===== config.mk =====
export PLATFORM = sky130hd
export DESIGN_NAME = bcd_serial_addsub_flat
export DESIGN_NICKNAME = d
export VERILOG_FILES = /design/src/rtl/bcd_serial_addsub_pkg.sv /design/src/rtl/bcd_serial_addsub_if.sv /design/src/rtl/bcd_serial_addsub_digit_add.sv /design/src/rtl/bcd_serial_addsub.sv /design/src/flat_wrapper.sv
export SDC_FILE = /design/constraint.sdc
export NUM_CORES = 1
export LEC_CHECK = 0
export ABC_AREA = 1
export BUFFER_PORTS_ARGS = -buffer_cell sky130_fd_sc_hd__buf_2
export CAP_MARGIN = 20
export CORE_MARGIN = 4
export CORE_UTILIZATION = 54
export CTS_BUF_LIST = sky130_fd_sc_hd__clkbuf_8 sky130_fd_sc_hd__clkbuf_16
export DETAILED_ROUTE_END_ITERATION = 10
export HOLD_SLACK_MARGIN = 0.05
export MAX_ROUTING_LAYER = met4
export PLACE_DENSITY = 0.79
export SLEW_MARGIN = 20
export SYNTH_ARGS = -nofsm -noshare
export SYNTH_HDL_FRONTEND = slang
export SYNTH_HIERARCHICAL = 1
export SYNTH_SLANG_ARGS = --single-unit

===== constraint.sdc =====
create_clock -name clk -period 2.5 [get_ports clk]
set_input_delay 0.125 -clock clk [delete_from_list [all_inputs] [get_ports clk]]
set_output_delay 0.125 -clock clk [all_outputs]
set_load 0.02 [all_outputs]

===== src/rtl/bcd_serial_addsub_pkg.sv =====
// Shared types and constants for the digit-serial BCD adder/subtractor.
package bcd_serial_addsub_pkg;

   typedef enum logic [1:0] {
      IDLE = 2'd0,
      RUN  = 2'd1,
      DONE = 2'd2
   } state_t;

   localparam int BCD_DIGIT_W = 4;
   localparam int BCD_MAX     = 9;

   function automatic logic digit_bad(input logic [BCD_DIGIT_W-1:0] d);
      return d > BCD_DIGIT_W'(BCD_MAX);
   endfunction

endpackage


===== src/rtl/bcd_serial_addsub_if.sv =====
// Operand/result handshake bundle; master drives operands, slave returns the result.
interface bcd_serial_addsub_if #(parameter int DIGITS = 4);

   logic                  start_valid;
   logic                  start_ready;
   logic [4*DIGITS-1:0]   op_a;
   logic [4*DIGITS-1:0]   op_b;
   logic                  cin;
   logic                  sub;
   logic                  res_valid;
   logic                  res_ready;
   logic [4*DIGITS-1:0]   sum;
   logic                  cout;
   logic                  err;

   modport master (
      output start_valid, op_a, op_b, cin, sub, res_ready,
      input  start_ready, res_valid, sum, cout, err
   );

   modport slave (
      input  start_valid, op_a, op_b, cin, sub, res_ready,
      output start_ready, res_valid, sum, cout, err
   );

endinterface


===== src/rtl/bcd_serial_addsub_digit_add.sv =====
// Single-digit BCD add; in subtract mode B is nine's-complemented before the add.
import bcd_serial_addsub_pkg::*;

module bcd_digit_add (
   input  logic [BCD_DIGIT_W-1:0] a_d,
   input  logic [BCD_DIGIT_W-1:0] b_d,
   input  logic                   sub,
   input  logic                   c_in,
   output logic [BCD_DIGIT_W-1:0] digit,
   output logic                   c_out
);

   logic [BCD_DIGIT_W-1:0] b_eff;
   logic [BCD_DIGIT_W:0]   raw;
   logic [BCD_DIGIT_W:0]   adj;

   // Out-of-range B digits wrap mod 16 here, matching the plain digit rule.
   assign b_eff = sub ? (BCD_DIGIT_W'(BCD_MAX) - b_d) : b_d;
   assign raw   = {1'b0, a_d} + {1'b0, b_eff} + {{BCD_DIGIT_W{1'b0}}, c_in};
   assign adj   = raw + (BCD_DIGIT_W+1)'(6);

   always_comb begin
      digit = raw[BCD_DIGIT_W-1:0];
      c_out = 1'b0;
      if (raw > (BCD_DIGIT_W+1)'(BCD_MAX)) begin
         digit = adj[BCD_DIGIT_W-1:0];
         c_out = 1'b1;
      end
   end

endmodule


===== src/rtl/bcd_serial_addsub.sv =====
// Digit-serial packed-BCD add/subtract, one digit per cycle, LSD first.
import bcd_serial_addsub_pkg::*;

module bcd_serial_addsub #(
   parameter int DIGITS = 4
) (
   input  logic                clk,
   input  logic                rst,
   bcd_serial_addsub_if.slave  bus
);

   localparam int W  = BCD_DIGIT_W * DIGITS;
   localparam int CW = $clog2(DIGITS + 1);

   state_t                 state, state_nx;
   logic [W-1:0]           a_q, b_q, sum_q;
   logic                   sub_q, carry_q, err_q;
   logic [CW-1:0]          cnt_q;
   logic [BCD_DIGIT_W-1:0] digit;
   logic                   c_nx;
   logic                   accept, last;

   assign accept = bus.start_valid && (state == IDLE);
   assign last   = (cnt_q == CW'(DIGITS - 1));

   // Operands shift right each cycle so the adder always sees the low digit.
   bcd_digit_add u_dig (
      .a_d   (a_q[BCD_DIGIT_W-1:0]),
      .b_d   (b_q[BCD_DIGIT_W-1:0]),
      .sub   (sub_q),
      .c_in  (carry_q),
      .digit (digit),
      .c_out (c_nx)
   );

   always_ff @(posedge clk) begin
      if (rst) state <= IDLE;
      else     state <= state_nx;
   end

   always_comb begin
      state_nx = state;
      case (state)
         IDLE:    if (bus.start_valid) state_nx = RUN;
         RUN:     if (last)            state_nx = DONE;
         DONE:    if (bus.res_ready)   state_nx = IDLE;
         default:                      state_nx = IDLE;
      endcase
   end

   always_ff @(posedge clk) begin
      if (rst) begin
         a_q     <= '0;
         b_q     <= '0;
         sum_q   <= '0;
         sub_q   <= 1'b0;
         carry_q <= 1'b0;
         err_q   <= 1'b0;
         cnt_q   <= '0;
      end else if (accept) begin
         a_q     <= bus.op_a;
         b_q     <= bus.op_b;
         sub_q   <= bus.sub;
         carry_q <= bus.sub ? 1'b1 : bus.cin;
         sum_q   <= '0;
         err_q   <= 1'b0;
         cnt_q   <= '0;
      end else if (state == RUN) begin
         a_q     <= a_q >> BCD_DIGIT_W;
         b_q     <= b_q >> BCD_DIGIT_W;
         // New digit enters at the top; after DIGITS shifts digit 0 sits at [3:0].
         sum_q   <= (sum_q >> BCD_DIGIT_W) | (W'(digit) << (W - BCD_DIGIT_W));
         carry_q <= c_nx;
         cnt_q   <= cnt_q + CW'(1);
         if (digit_bad(a_q[BCD_DIGIT_W-1:0]) || digit_bad(b_q[BCD_DIGIT_W-1:0]))
            err_q <= 1'b1;
      end
   end

   assign bus.start_ready = (state == IDLE);
   assign bus.res_valid   = (state == DONE);
   assign bus.sum         = sum_q;
   assign bus.cout        = carry_q;
   assign bus.err         = err_q;

endmodule


===== src/flat_wrapper.sv =====
// flat-port wrapper written by rule: the top's interface ports become plain ports
module bcd_serial_addsub_flat 
#(
   parameter int DIGITS = 4
)
  (clk, rst, bus_start_valid, bus_op_a, bus_op_b, bus_cin, bus_sub, bus_res_ready, bus_start_ready, bus_res_valid, bus_sum, bus_cout, bus_err);
  bcd_serial_addsub_if #(.DIGITS(DIGITS)) bus_i ();
  input  logic clk;
  input  logic rst;
  input wire logic [$bits(bus_i.start_valid)-1:0] bus_start_valid;
  input wire logic [$bits(bus_i.op_a)-1:0] bus_op_a;
  input wire logic [$bits(bus_i.op_b)-1:0] bus_op_b;
  input wire logic [$bits(bus_i.cin)-1:0] bus_cin;
  input wire logic [$bits(bus_i.sub)-1:0] bus_sub;
  input wire logic [$bits(bus_i.res_ready)-1:0] bus_res_ready;
  output wire logic [$bits(bus_i.start_ready)-1:0] bus_start_ready;
  output wire logic [$bits(bus_i.res_valid)-1:0] bus_res_valid;
  output wire logic [$bits(bus_i.sum)-1:0] bus_sum;
  output wire logic [$bits(bus_i.cout)-1:0] bus_cout;
  output wire logic [$bits(bus_i.err)-1:0] bus_err;
  assign bus_i.start_valid = bus_start_valid;
  assign bus_i.op_a = bus_op_a;
  assign bus_i.op_b = bus_op_b;
  assign bus_i.cin = bus_cin;
  assign bus_i.sub = bus_sub;
  assign bus_i.res_ready = bus_res_ready;
  assign bus_start_ready = bus_i.start_ready;
  assign bus_res_valid = bus_i.res_valid;
  assign bus_sum = bus_i.sum;
  assign bus_cout = bus_i.cout;
  assign bus_err = bus_i.err;
  bcd_serial_addsub #(.DIGITS(DIGITS)) u_core (.clk(clk), .rst(rst), .bus(bus_i));
endmodule

* Word-level counts from Yosys, hierarchy flattened
Cells that the tools add are included.
Widths: inputs -> output; s select.
** Word-level totals
- Bits in registers :: 56
- Input port bits :: 38
- Output and inout bits :: 20
- Word-level logic and storage cells :: 44
** Operators by class
- Add/sub/neg operators :: 5
- Order comparisons :: 3
- Equality and inequality tests :: 6
- Muxes and demuxes :: 14
- Bitwise operators :: 1
- Reduce and logical (&&, ||, !) cells :: 7
** Operator list (count)
- $mux 16 :: 4
- $or 12x16->16 :: 1
- $gt 4x4->1 const B :: 2
- $mux 4 :: 2
- $mux 2 :: 3
- $pmux 2 s3 :: 1
- $add 4x4->5 :: 1
- $add 5x1->5 :: 1
- $gt 5x4->1 const B :: 1
- $add 4x3->4 const B :: 1
- $mux 1 :: 4
- $ne 2x2->1 const B :: 2
- $sub 4x4->4 const A :: 1
- $add 3x1->3 const B :: 1
- $eq 3x2->1 const B :: 1
- $reduce_and 3->1 :: 1
- $eq 2x1->1 const B :: 1
- $eq 2x2->1 const B :: 1
- $logic_not 2->1 :: 1
- $ne 2x1->1 const B :: 1
- $reduce_and 2->1 :: 1
- $reduce_bool 2->1 :: 1
- $reduce_or 2->1 :: 1
- $logic_and 1x1->1 :: 1
- $logic_or 1x1->1 :: 1

* Depth between registers and ports, before layout
Gate-level depths: netlist of run 1.
- Word-level depth :: 8
- Mapped depth :: 19
- Mapped depth without buffers :: 19

* Cells and area by module
Netlist of run 1, hierarchy kept.
** Modules (own cells, without submodules)
- bcd_serial_addsub :: times used 1, cells each 322, area an instance 2332.2 sq um
- bcd_digit_add :: times used 1, cells each 60, area an instance 356.6 sq um

* Worst setup path before layout of run 1
Ideal clock, no wire load.
- Path kind :: register to register
- From :: register u_core.carry_q (netlist: u_core/bus.cout)
- To :: register u_core.carry_q (netlist: u_core/bus.cout)
- Setup time :: 0.109 ns
- Arrival time :: 2.178 ns
- Path slack :: 0.213 ns
- Stages on the path, launching flop included :: 16
- Period minus slack after synthesis :: 2.287 ns
- Cells stage by stage :: dfxtp_1 > inv_1 > fa_1 > inv_1 > fa_1 > inv_1 > ha_1 > inv_1 > nand2_1 > inv_1 > nand2_4 > nand2_4 > nand2_1 > nand3_1 > nand2_1 > inv_1
** On the way
- Longest elaborated chain between the ends :: 5
** RTL lines
- start, declared :: RTL line bcd_serial_addsub.sv:17 : logic sub_q, carry_q, err_q;
- start signal, assigned :: RTL line bcd_serial_addsub.sv:64 : carry_q <= bus.sub ? 1'b1 : bus.cin;
- start signal, assigned :: RTL line bcd_serial_addsub.sv:73 : carry_q <= c_nx;
- $add 5x1->5 :: RTL line bcd_serial_addsub_digit_add.sv:19 : assign raw = {1'b0, a_d} + {1'b0, b_eff} + {{BCD_DIGIT_W{1'b0}}, c_in};
- $gt 5x4->1 :: RTL line bcd_serial_addsub_digit_add.sv:25 : if (raw > (BCD_DIGIT_W+1)'(BCD_MAX)) begin
- $mux 1 :: RTL line bcd_serial_addsub_digit_add.sv:25
- via u_core.c_nx :: RTL line bcd_serial_addsub.sv:20 : logic c_nx;
- $mux 1 :: RTL line bcd_serial_addsub.sv:68 : end else if (state == RUN) begin
- $mux 1 :: RTL line bcd_serial_addsub.sv:60 : end else if (accept) begin
The timed path passes the listed nets, and every way through them passes these cells. The select of a mux whose other input is x is not followed.
A chain may end at the register's enable or synchronous reset.

* Worst setup path in the final report of run 1
- From :: register u_core.sub_q
- To :: register u_core.sum_q[13] (netlist: u_core/bus.sum[13])
** On the way
- Longest elaborated chain between the ends :: 6
- Elaborated cells on any way between the ends :: 7
- Classes of those cells :: add/sub (3); order compare (1); mux (2); bitwise (1)
** RTL lines
- start, declared :: RTL line bcd_serial_addsub.sv:17
- start signal, assigned :: RTL line bcd_serial_addsub.sv:63 : sub_q <= bus.sub;
- $mux 4 (*) :: RTL line bcd_serial_addsub_digit_add.sv:18 : assign b_eff = sub ? (BCD_DIGIT_W'(BCD_MAX) - b_d) : b_d;
- $add 4x4->5 (*) :: RTL line bcd_serial_addsub_digit_add.sv:19
- $add 5x1->5 (*) :: RTL line bcd_serial_addsub_digit_add.sv:19
- $add 4x3->4 / $gt 5x4->1 (equally long branches) :: RTL line bcd_serial_addsub_digit_add.sv:20, bcd_serial_addsub_digit_add.sv:25
- $mux 4 (*) :: RTL line bcd_serial_addsub_digit_add.sv:25
- via u_core.digit[1] :: RTL line bcd_serial_addsub.sv:19 : logic [BCD_DIGIT_W-1:0] digit;
- $or 12x16->16 (*) :: RTL line bcd_serial_addsub.sv:72 : sum_q <= (sum_q >> BCD_DIGIT_W) | (W'(digit) << (W - BCD_DIGIT_W));
- end signal, assigned :: RTL line bcd_serial_addsub.sv:72
- end, declared :: RTL line bcd_serial_addsub.sv:16 : logic [W-1:0] a_q, b_q, sum_q;
The timed path passes the listed nets; every way through them passes the cells marked *.

==> results.yml, run 1 <==
global_routing:
  grt_use_total_pct: 21.89
  grt_pass1_vias: 2490
  grt_max_degree: 27
  gr-total-overflow: 0
  grt_antenna_before_repair: 0
  grt_pass1_wl_um: 10700
setup_path:
  end_kind: "flop"
  worstSetupEndpoint: "u_core/bus.sum[13]"
  cp.arrival_ns: 2.54
  required_ns: 2.70
  crit_type: "reg2reg"
  start_kind: "flop"
  crit_buf_inv: 4
  r2r-end: "u_core/bus.sum[13]"
  reg2reg_depth: 15
  reg2reg_slack_ns: 0.16
  path_delay_family: "adder cells"
  cp_cell_sequence: "xnor2_1, fa_1, inv_2, fa_2, inv_1, ha_2, inv_2, nand2_2, inv_2, nand2_4, nand2_4, nand2_1, nand2_1, nand2_1, a21oi_2"
  worstPathMaxFanout: 5
  reg2reg_from: "u_core/sub_q"
  cp_slowest_cell: "fa_2"
  crit_cells: 15
  timing.critical_path.from: "u_core/sub_q"
  slowest_delay_ns: 0.46
drt:
  drt_iter0_drc: 124
  via_per_inst: 5.012
  routed_wl_um: 6045
  drc: 0
  dr.pass1.iters: 4
  route.vias.total: 2556
  antenna_left: 0
  wl_per_cell_um: 11.85
die:
  io_pins: 58
  die-area_um2: 6172
  dieWidth_um: 78.57
  coreArea_um2: 4786
  initial_core_util_pct: 56.18
  row_count: 25
  fp.dieH_um: 78.57
clock_network:
  cts_buffers: 5
  cts.sinks: 56
  cts_tree: "yes"
  h-tree-depth: 2
  clock_latency_ns: 0.31
  clk_path_buf_depth: 2
  path_clk_slew_ns: 0.10
  root_buffer: "clkbuf_8"
logic_synthesis:
  synthCells: 382
  async_flop_share_pct: 0
  synth_edf_count: 0
  synth_ff_type: "dfxtp_1"
  ys_seq_area_share_pct: 41.69
  synth_cell_types: 25
  syn_area_um2: 2689
  avgSynthCellArea_um2: 7.039
  synth_largest_area_cell: "dfxtp_1"
  synth.area.top_cells: "dfxtp_1 42%, nand2_1 18%, nand3_1 9.9%"
  synth.most_common_cell: "nand2_1"
  synth.top_cells.by_count: "132 x nand2_1, 56 x dfxtp_1, 53 x nand3_1, 36 x a21oi_1, 32 x inv_1"
  syn-num-nets: 429
  ys.warnings.count: 6
  yosysTopAreaCellShare_pct: 41.69
  synth_seq_cells: 56
worst_hold_path:
  hold_depth: 4
  min_path_type: "in2reg"
final_layout:
  syn_to_final_growth_pct: 19.31
  drive_above_1_share_pct: 21.22
  diodes: 0
  fin_nets: 489
  fillers: 424
sta:
  period_share_pct: 93.45
  layout_min_cycle_time_ns: 2.336
  finalClockSkew_ns: 0.009956
  holdWs_ns: 0.06064
  worst_pin_slew_ns: 0.6637
  finalMaxSlewViolations: 0
  relSlewSlack_pct: 55.65
  setup_tns_ns: 0
  finalSetupViolCount: 0
  max_freq_mhz: 428.0
  hold_viol: 0
placement:
  dpl.hpwl_um: 4199
  port-buffer-count: 57
  place_congestion: 0.8195
pwr:
  power_leakage_nw: 1.486
  vdd_drop_max_v: 0.0004429
  power.density_nw_per_um2: 583.6
  p_total_mw: 1.872
job:
  maxCapViolCount: 0
outcome:
  status: "finished clean"
==> worst reg2reg max path: stages (launching register included) <==
cell and delay [ns]:
dfxtp_2 0.36, xnor2_1 0.14, fa_1 0.37, inv_2 0.09, fa_2 0.46, inv_1 0.09, ha_2 0.19, inv_2 0.05
nand2_2 0.07, inv_2 0.04, nand2_4 0.08, nand2_4 0.06, nand2_1 0.06, nand2_1 0.04, nand2_1 0.07, a21oi_2 0.05
==> repair_timing <==
| action | CTS | global route |
|---|---|---|
| setup endpoints to repair | 1 | 4 |
| setup buffers | 0 | 2 |
| hold buffers | 8 | 0 |
| hold endpoints to repair | 8 | 0 |
| resized for setup | 1 | 12 |
| pin swaps | 0 | 4 |
==> stage by stage <==
stage               setup WS [ns]  utilization (%)  cells  cell area [µm²]
global route             -0.02439            67.03    510             3208
CTS                       0.05760            66.38    508             3177
global placement           0.1789            62.80    492             3005
detailed placement        0.02093            62.80    492             3005
floorplan                  0.2128                -    382             2689
finish                     0.1637            67.03    510             3208
==> how the worst min path moves through the flow <==
stage / startpoint / to
floorplan: bus_op_a[12] / u_core/a_q[12]
global placement: bus_op_a[12] / u_core/a_q[12]
finish: bus_res_ready / u_core/state[1]
detailed placement: bus_op_a[12] / u_core/a_q[12]
global route: bus_res_ready / u_core/state[1]
CTS: bus_res_ready / u_core/state[1]
==> area by class of cell <==
| type | instances | area [µm²] | area share (%) |
|---|---|---|---|
| well taps | 67 | 83.83 | 2.613 |
| repair buffers | 72 | 417.9 | 13.03 |
| clock buffers | 5 | 68.82 | 2.145 |
| inverters | 34 | 127.6 | 3.978 |
| clock inverters | 3 | 21.27 | 0.6630 |
| flip-flops and latches | 56 | 1127 | 35.14 |
| multi-input cells | 273 | 1361 | 42.43 |
==> metal layers <==
metal	global-route usage [%]	part of all wire, %	vias up	wire length [µm]
met3	4.014	4.8	7	293
met5	-	0	-	0
met1	25.82	43	1156	2595
met4	6.119	1.2	0	70
li1	-	-	1325	-
met2	38.12	51	68	3086
==> cells in the final DEF, fill, tap and decap left out, drive strengths merged <==
cell and count:
a21oi 37, and2 16, buf 64, clkbuf 5, clkinv 2, clkinvlp 1
dfxtp 56, dlygate4sd3 8, fa 2, ha 7, inv 34, nand2 137
nand3 54, nor2 9, o21a 1, o21ai 7, xnor2 2, xor2 1
==> kinds of logic (layout without fill, tap and decap cells) <==
family | after synthesis | in the layout | share of synthesized area [%]
compound gates | 45 | 45 | 8.748
flops | 56 | 56 | 41.69
xor+xnor | 3 | 3 | 0.9774
fa+ha+maj | 9 | 9 | 4.746
simple gates | 216 | 216 | 35.74
buf+inv | 53 | 114 | 8.097
==> sequential cells by signal, summed over array words and instances (netlist names) <==
signal,count
u_core/bus.sum,16
u_core/b_q,16
u_core/state,2
u_core/cnt_q,3
u_core/a_q,16
u_core/bus.cout,1
u_core/sub_q,1
u_core/bus.err,1
==> power breakdown <==
part / switching, mW / internal, mW
clock: 0.308 / 0.200
sequential: 0.0299 / 0.935
combinational: 0.239 / 0.160
(Power assumes the default switching activity.)
==> inputs of run 2 (changes only) <==
--- a/config.mk
+++ b/config.mk
@@ -8,13 +8,15 @@
 export ABC_AREA = 1
 export BUFFER_PORTS_ARGS = -buffer_cell sky130_fd_sc_hd__buf_2
 export CAP_MARGIN = 20
+export CELL_PAD_IN_SITES_DETAIL_PLACEMENT = 1
+export CELL_PAD_IN_SITES_GLOBAL_PLACEMENT = 1
 export CORE_MARGIN = 4
-export CORE_UTILIZATION = 54
+export CORE_UTILIZATION = 38
 export CTS_BUF_LIST = sky130_fd_sc_hd__clkbuf_8 sky130_fd_sc_hd__clkbuf_16
 export DETAILED_ROUTE_END_ITERATION = 10
 export HOLD_SLACK_MARGIN = 0.05
 export MAX_ROUTING_LAYER = met4
-export PLACE_DENSITY = 0.79
+export PLACE_DENSITY_LB_ADDON = 0.1
 export SLEW_MARGIN = 20
 export SYNTH_ARGS = -nofsm -noshare
 export SYNTH_HDL_FRONTEND = slang
==> results.yml, run 2 (synthesized netlist as in run 1, its figures left out) <==
pwr:
  power_leakage_nw: 1.482
  vdd_drop_max_v: 0.0002452
  p_total_mw: 1.906
  power.density_nw_per_um2: 584.6
sta:
  max_freq_mhz: 424.1
  worst_pin_slew_ns: 0.7058
  hold_viol: 0
  relSlewSlack_pct: 52.77
  finalClockSkew_ns: 0.01185
  finalSetupViolCount: 0
  period_share_pct: 94.31
  finalMaxSlewViolations: 0
  layout_min_cycle_time_ns: 2.358
global_routing:
  grt_antenna_before_repair: 1
  grt_pass1_vias: 2626
  gr-total-overflow: 0
  grt_use_total_pct: 17.67
  grt_max_degree: 27
  grt_pass1_wl_um: 12030
die:
  io_pins: 58
  dieWidth_um: 92.12
  fp.dieH_um: 92.12
  row_count: 30
  initial_core_util_pct: 39.36
  die-area_um2: 8486
  coreArea_um2: 6832
clock_network:
  root_buffer: "clkbuf_8"
  h-tree-depth: 2
  path_clk_slew_ns: 0.11
  cts_tree: "yes"
  clk_path_buf_depth: 2
  cts_buffers: 5
  cts.sinks: 56
  clock_latency_ns: 0.32
setup_path:
  cp_cell_sequence: "xnor2_4, fa_2, inv_2, fa_2, inv_1, ha_2, inv_2, nand2_2, inv_2, nand2_4, nand3_1, nand2_1, nand2_1, a21oi_1"
  path_delay_family: "adder cells"
  required_ns: 2.75
  cp.arrival_ns: 2.61
  slowest_delay_ns: 0.46
  reg2reg_from: "u_core/sub_q"
  cp_slowest_cell: "fa_2"
  crit_cells: 14
  end_kind: "flop"
  reg2reg_depth: 14
  reg2reg_slack_ns: 0.14
  crit_buf_inv: 4
  r2r-end: "u_core/bus.sum[14]"
  timing.critical_path.from: "u_core/sub_q"
  crit_type: "reg2reg"
  start_kind: "flop"
  cp_common_cell: "inv_2"
  worstPathMaxFanout: 5
drt:
  drt_iter0_drc: 57
  routed_wl_um: 7082
  dr.pass1.iters: 4
  route.vias.total: 2587
  wl_per_cell_um: 13.16
  drc: 0
  antenna_left: 0
  via_per_inst: 4.809
worst_hold_path:
  hold_start: "bus_op_a[15]"
  min_path_type: "in2reg"
  hold_depth: 3
  min_to: "u_core/a_q[15]"
placement:
  dpl.hpwl_um: 5140
  dpl_cell_area_um2: 3042
  port-buffer-count: 57
  place_congestion: 0.7513
final_layout:
  drive_above_1_share_pct: 22.45
  final_cell_mix: "130 x nand2_1, 57 x buf_2, 53 x nand3_1"
  syn_to_final_growth_pct: 21.27
  stdcell_area_um2: 3261
  fin_nets: 487
  layout_commonest_cell: "nand2_1"
outcome:
  status: "finished clean"
job:
  maxCapViolCount: 0
[run 2: per-stage QoR]
stage / setup WS, ns / cells / TNS [ns] / utilization, % / hold WS (ns)
floorplan: 0.2128 / 382 / 0 / - / 0.2696
global placement: 0.1495 / 521 / 0 / 44.52 / 0.3740
detailed placement: 0.002012 / 521 / 0 / 44.52 / 0.3818
CTS: 0.01319 / 534 / 0 / 46.67 / 0.05021
global route: -0.009439 / 538 / -0.009439 / 47.73 / 0.06651
finish: 0.1423 / 538 / 0 / 47.73 / 0.05921
[run 2: worst max path at each step]
stage	slack, ns	end
after floorplan	0.21	u_core/bus.cout
after global placement	0.15	u_core/bus.sum[13]
after detailed placement	0.002	u_core/bus.sum[14]
after CTS	0.01	u_core/bus.sum[14]
after global routing	-0.009	u_core/bus.sum[15]
final	0.14	u_core/bus.sum[14]
[run 2: layout make-up]
type | count | area, µm²
Timing Repair Buffer | 70 | 395.4
Tap cell | 96 | 120.1
Antenna cell | 1 | 2.502
Fill cell | 932 | 3571
Clock buffer | 5 | 68.82
Multi-Input combinational cell | 273 | 1389
Inverter | 34 | 127.6
Clock inverter | 3 | 26.28
Sequential cell | 56 | 1131
[run 2: repair_timing]
action | in CTS | in global routing
gates resized for setup | 1 | 18
hold endpoints to repair | 5 | 0
hold buffers | 5 | 0
buffers inserted | 0 | 3
pin swaps | 0 | 4
setup endpoints to repair | 2 | 4
[run 2: worst register-to-register path: cells and delay by family (launching register included)]
kind | cells | cell delay [ns]
AOI/OAI and AO/OA | 1 | 0.12
buffers and inverters | 4 | 0.27
and+or+nand+nor | 5 | 0.37
DFF | 1 | 0.39
adders and majority gates | 3 | 1.01
xor gates and xnor gates | 1 | 0.14
[run 2: report_power, final]
| part | internal [mW] | switching [mW] | total (mW) | leakage [nW] |
|---|---|---|---|---|
| combinational | 0.164 | 0.247 | 0.411 | 0.981 |
| clock | 0.205 | 0.323 | 0.528 | 0.0423 |
| sequential | 0.935 | 0.0324 | 0.967 | 0.459 |
[run 2: metal layers]
| layer | vias up | track usage [%] | wire, µm |
|---|---|---|---|
| met3 | 4 | 3.117 | 284 |
| met5 | - | - | 0 |
| met2 | 40 | 31.39 | 3642 |
| met4 | 0 | 2.970 | 52 |
| met1 | 1220 | 21.24 | 3103 |
| li1 | 1323 | - | - |
==> inputs of run 3 (changes only) <==
==> constraint.sdc (replaced) <==
create_clock -name clk -period 2.5 [get_ports clk]
set_input_delay 0 -clock clk [delete_from_list [all_inputs] [get_ports clk]]
set_output_delay 0 -clock clk [all_outputs]
set_load 0.02 [all_outputs]
==> results.yml, run 3 (synthesized netlist as in run 1, its figures left out) <==
setup_path:
  timing.critical_path.from: "u_core/b_q[0]"
  reg2reg_slack_ns: 0.16
  cp.arrival_ns: 2.56
  crit_type: "reg2reg"
  worstSetupEndpoint: "u_core/bus.cout"
  required_ns: 2.72
  start_kind: "flop"
  end_kind: "flop"
  reg2reg_from: "u_core/b_q[0]"
  worstPathMaxFanout: 4
  r2r-end: "u_core/bus.cout"
  reg2reg_depth: 15
job:
  maxCapViolCount: 0
drt:
  drt_iter0_drc: 67
  dr.pass1.iters: 4
  wl_per_cell_um: 13.54
  drc: 0
  via_per_inst: 4.797
  routed_wl_um: 7595
  route.vias.total: 2691
  antenna_left: 0
global_routing:
  grt_antenna_before_repair: 0
  grt_max_degree: 34
  grt_pass1_wl_um: 12280
  grt_use_total_pct: 18.21
  grt_pass1_vias: 2605
  gr-total-overflow: 0
die:
  fp.dieH_um: 92.12
  die-area_um2: 8486
  dieWidth_um: 92.12
  row_count: 30
  coreArea_um2: 6832
  io_pins: 58
  initial_core_util_pct: 39.36
clock_network:
  h-tree-depth: 2
  root_buffer: "clkbuf_8"
  cts_buffers: 5
  path_clk_slew_ns: 0.11
  cts_tree: "yes"
  clock_latency_ns: 0.31
  cts.sinks: 56
  clk_path_buf_depth: 2
placement:
  place_congestion: 0.7510
  placed_cells: 520
  port-buffer-count: 57
  dpl.hpwl_um: 5042
  dpl_cell_area_um2: 3034
  preCtsSetupSlack_ns: 0.02008
pwr:
  power_leakage_nw: 1.581
  p_total_mw: 1.916
  power.density_nw_per_um2: 552.1
  vdd_drop_max_v: 0.0002546
final_layout:
  final_cell_mix: "130 x nand2_1, 57 x buf_2, 53 x nand3_1, 53 x dfxtp_1, 36 x a21oi_1"
  drive_above_1_share_pct: 20.00
  diodes: 0
  stdcell_area_um2: 3471
  layout_commonest_cell: "nand2_1"
  fin_cells: 561
  syn_to_final_growth_pct: 29.08
  fin_util_pct: 50.81
  fin_nets: 511
outcome:
  status: "finished clean"
worst_hold_path:
  hold_start: "bus_op_a[7]"
  min_path_type: "in2reg"
sta:
  period_share_pct: 93.62
  layout_min_cycle_time_ns: 2.341
  relSlewSlack_pct: 51.27
  max_freq_mhz: 427.2
  finalMaxSlewViolations: 0
  setup_slack_ns: 0.1594
  finalSetupViolCount: 0
  hold_viol: 0
  worst_pin_slew_ns: 0.7291
  finalClockSkew_ns: 0.006397
-- run 3: timing repair --
action,in CTS,in global routing
hold buffers,31,0
setup endpoints to repair,2,4
buffers inserted,0,2
gates cloned,0,0
resized for setup,1,11
pin swaps,0,1
endpoints found under the hold margin,31,0
-- run 3: metrics by stage --
step,TNS (ns),hold WS (ns)
after floorplan,0,0.1446
after global routing,-0.04050,0.07584
final,0,0.04832
after global placement,0,0.2488
after detailed placement,0,0.2624
after CTS,0,0.05040
-- run 3: cell type report --
type                    count  area (µm²)
fillers                   920        3361
well taps                  96       120.1
clock buffers               5       68.82
clock inverters             3       21.27
inverters                  34       127.6
flip-flops and latches     56        1127
repair buffers             94       640.6
multi-input cells         273        1365
-- run 3: metal layers --
metal,vias to the layer above,GRT usage (%),wire length (µm)
met2,44,33.21,3991
met1,1275,21.31,3287
met3,7,2.789,269
met5,-,-,0
li1,1365,-,-
met4,0,3.342,46
-- run 3: power breakdown --
group / internal, mW / total [mW] / switching (mW)
registers: 0.935 / 0.965 / 0.0304
logic: 0.181 / 0.435 / 0.254
clock network: 0.200 / 0.516 / 0.316
-- run 3: how the worst min path moves through the flow --
| stage | cells past startpoint | slack, ns | to |
|---|---|---|---|
| after floorplan | 2 | 0.14 | u_core/a_q[12] |
| after global placement | 3 | 0.25 | u_core/b_q[15] |
| after detailed placement | 3 | 0.26 | u_core/a_q[14] |
| after CTS | 5 | 0.05 | u_core/b_q[3] |
| after global routing | 4 | 0.08 | u_core/a_q[7] |
| final | 4 | 0.05 | u_core/a_q[7] |
-- run 3: worst max-delay path: stages (launching register included) --
cell	delay [ns]
dfxtp_1	0.35
xnor2_2	0.15
fa_1	0.38
inv_2	0.09
fa_1	0.45
inv_1	0.10
ha_2	0.19
inv_2	0.04
nand2_2	0.07
inv_2	0.04
nand2_4	0.08
nand2_4	0.06
nand2_1	0.07
nand3_1	0.07
nand2_1	0.06
inv_1	0.05
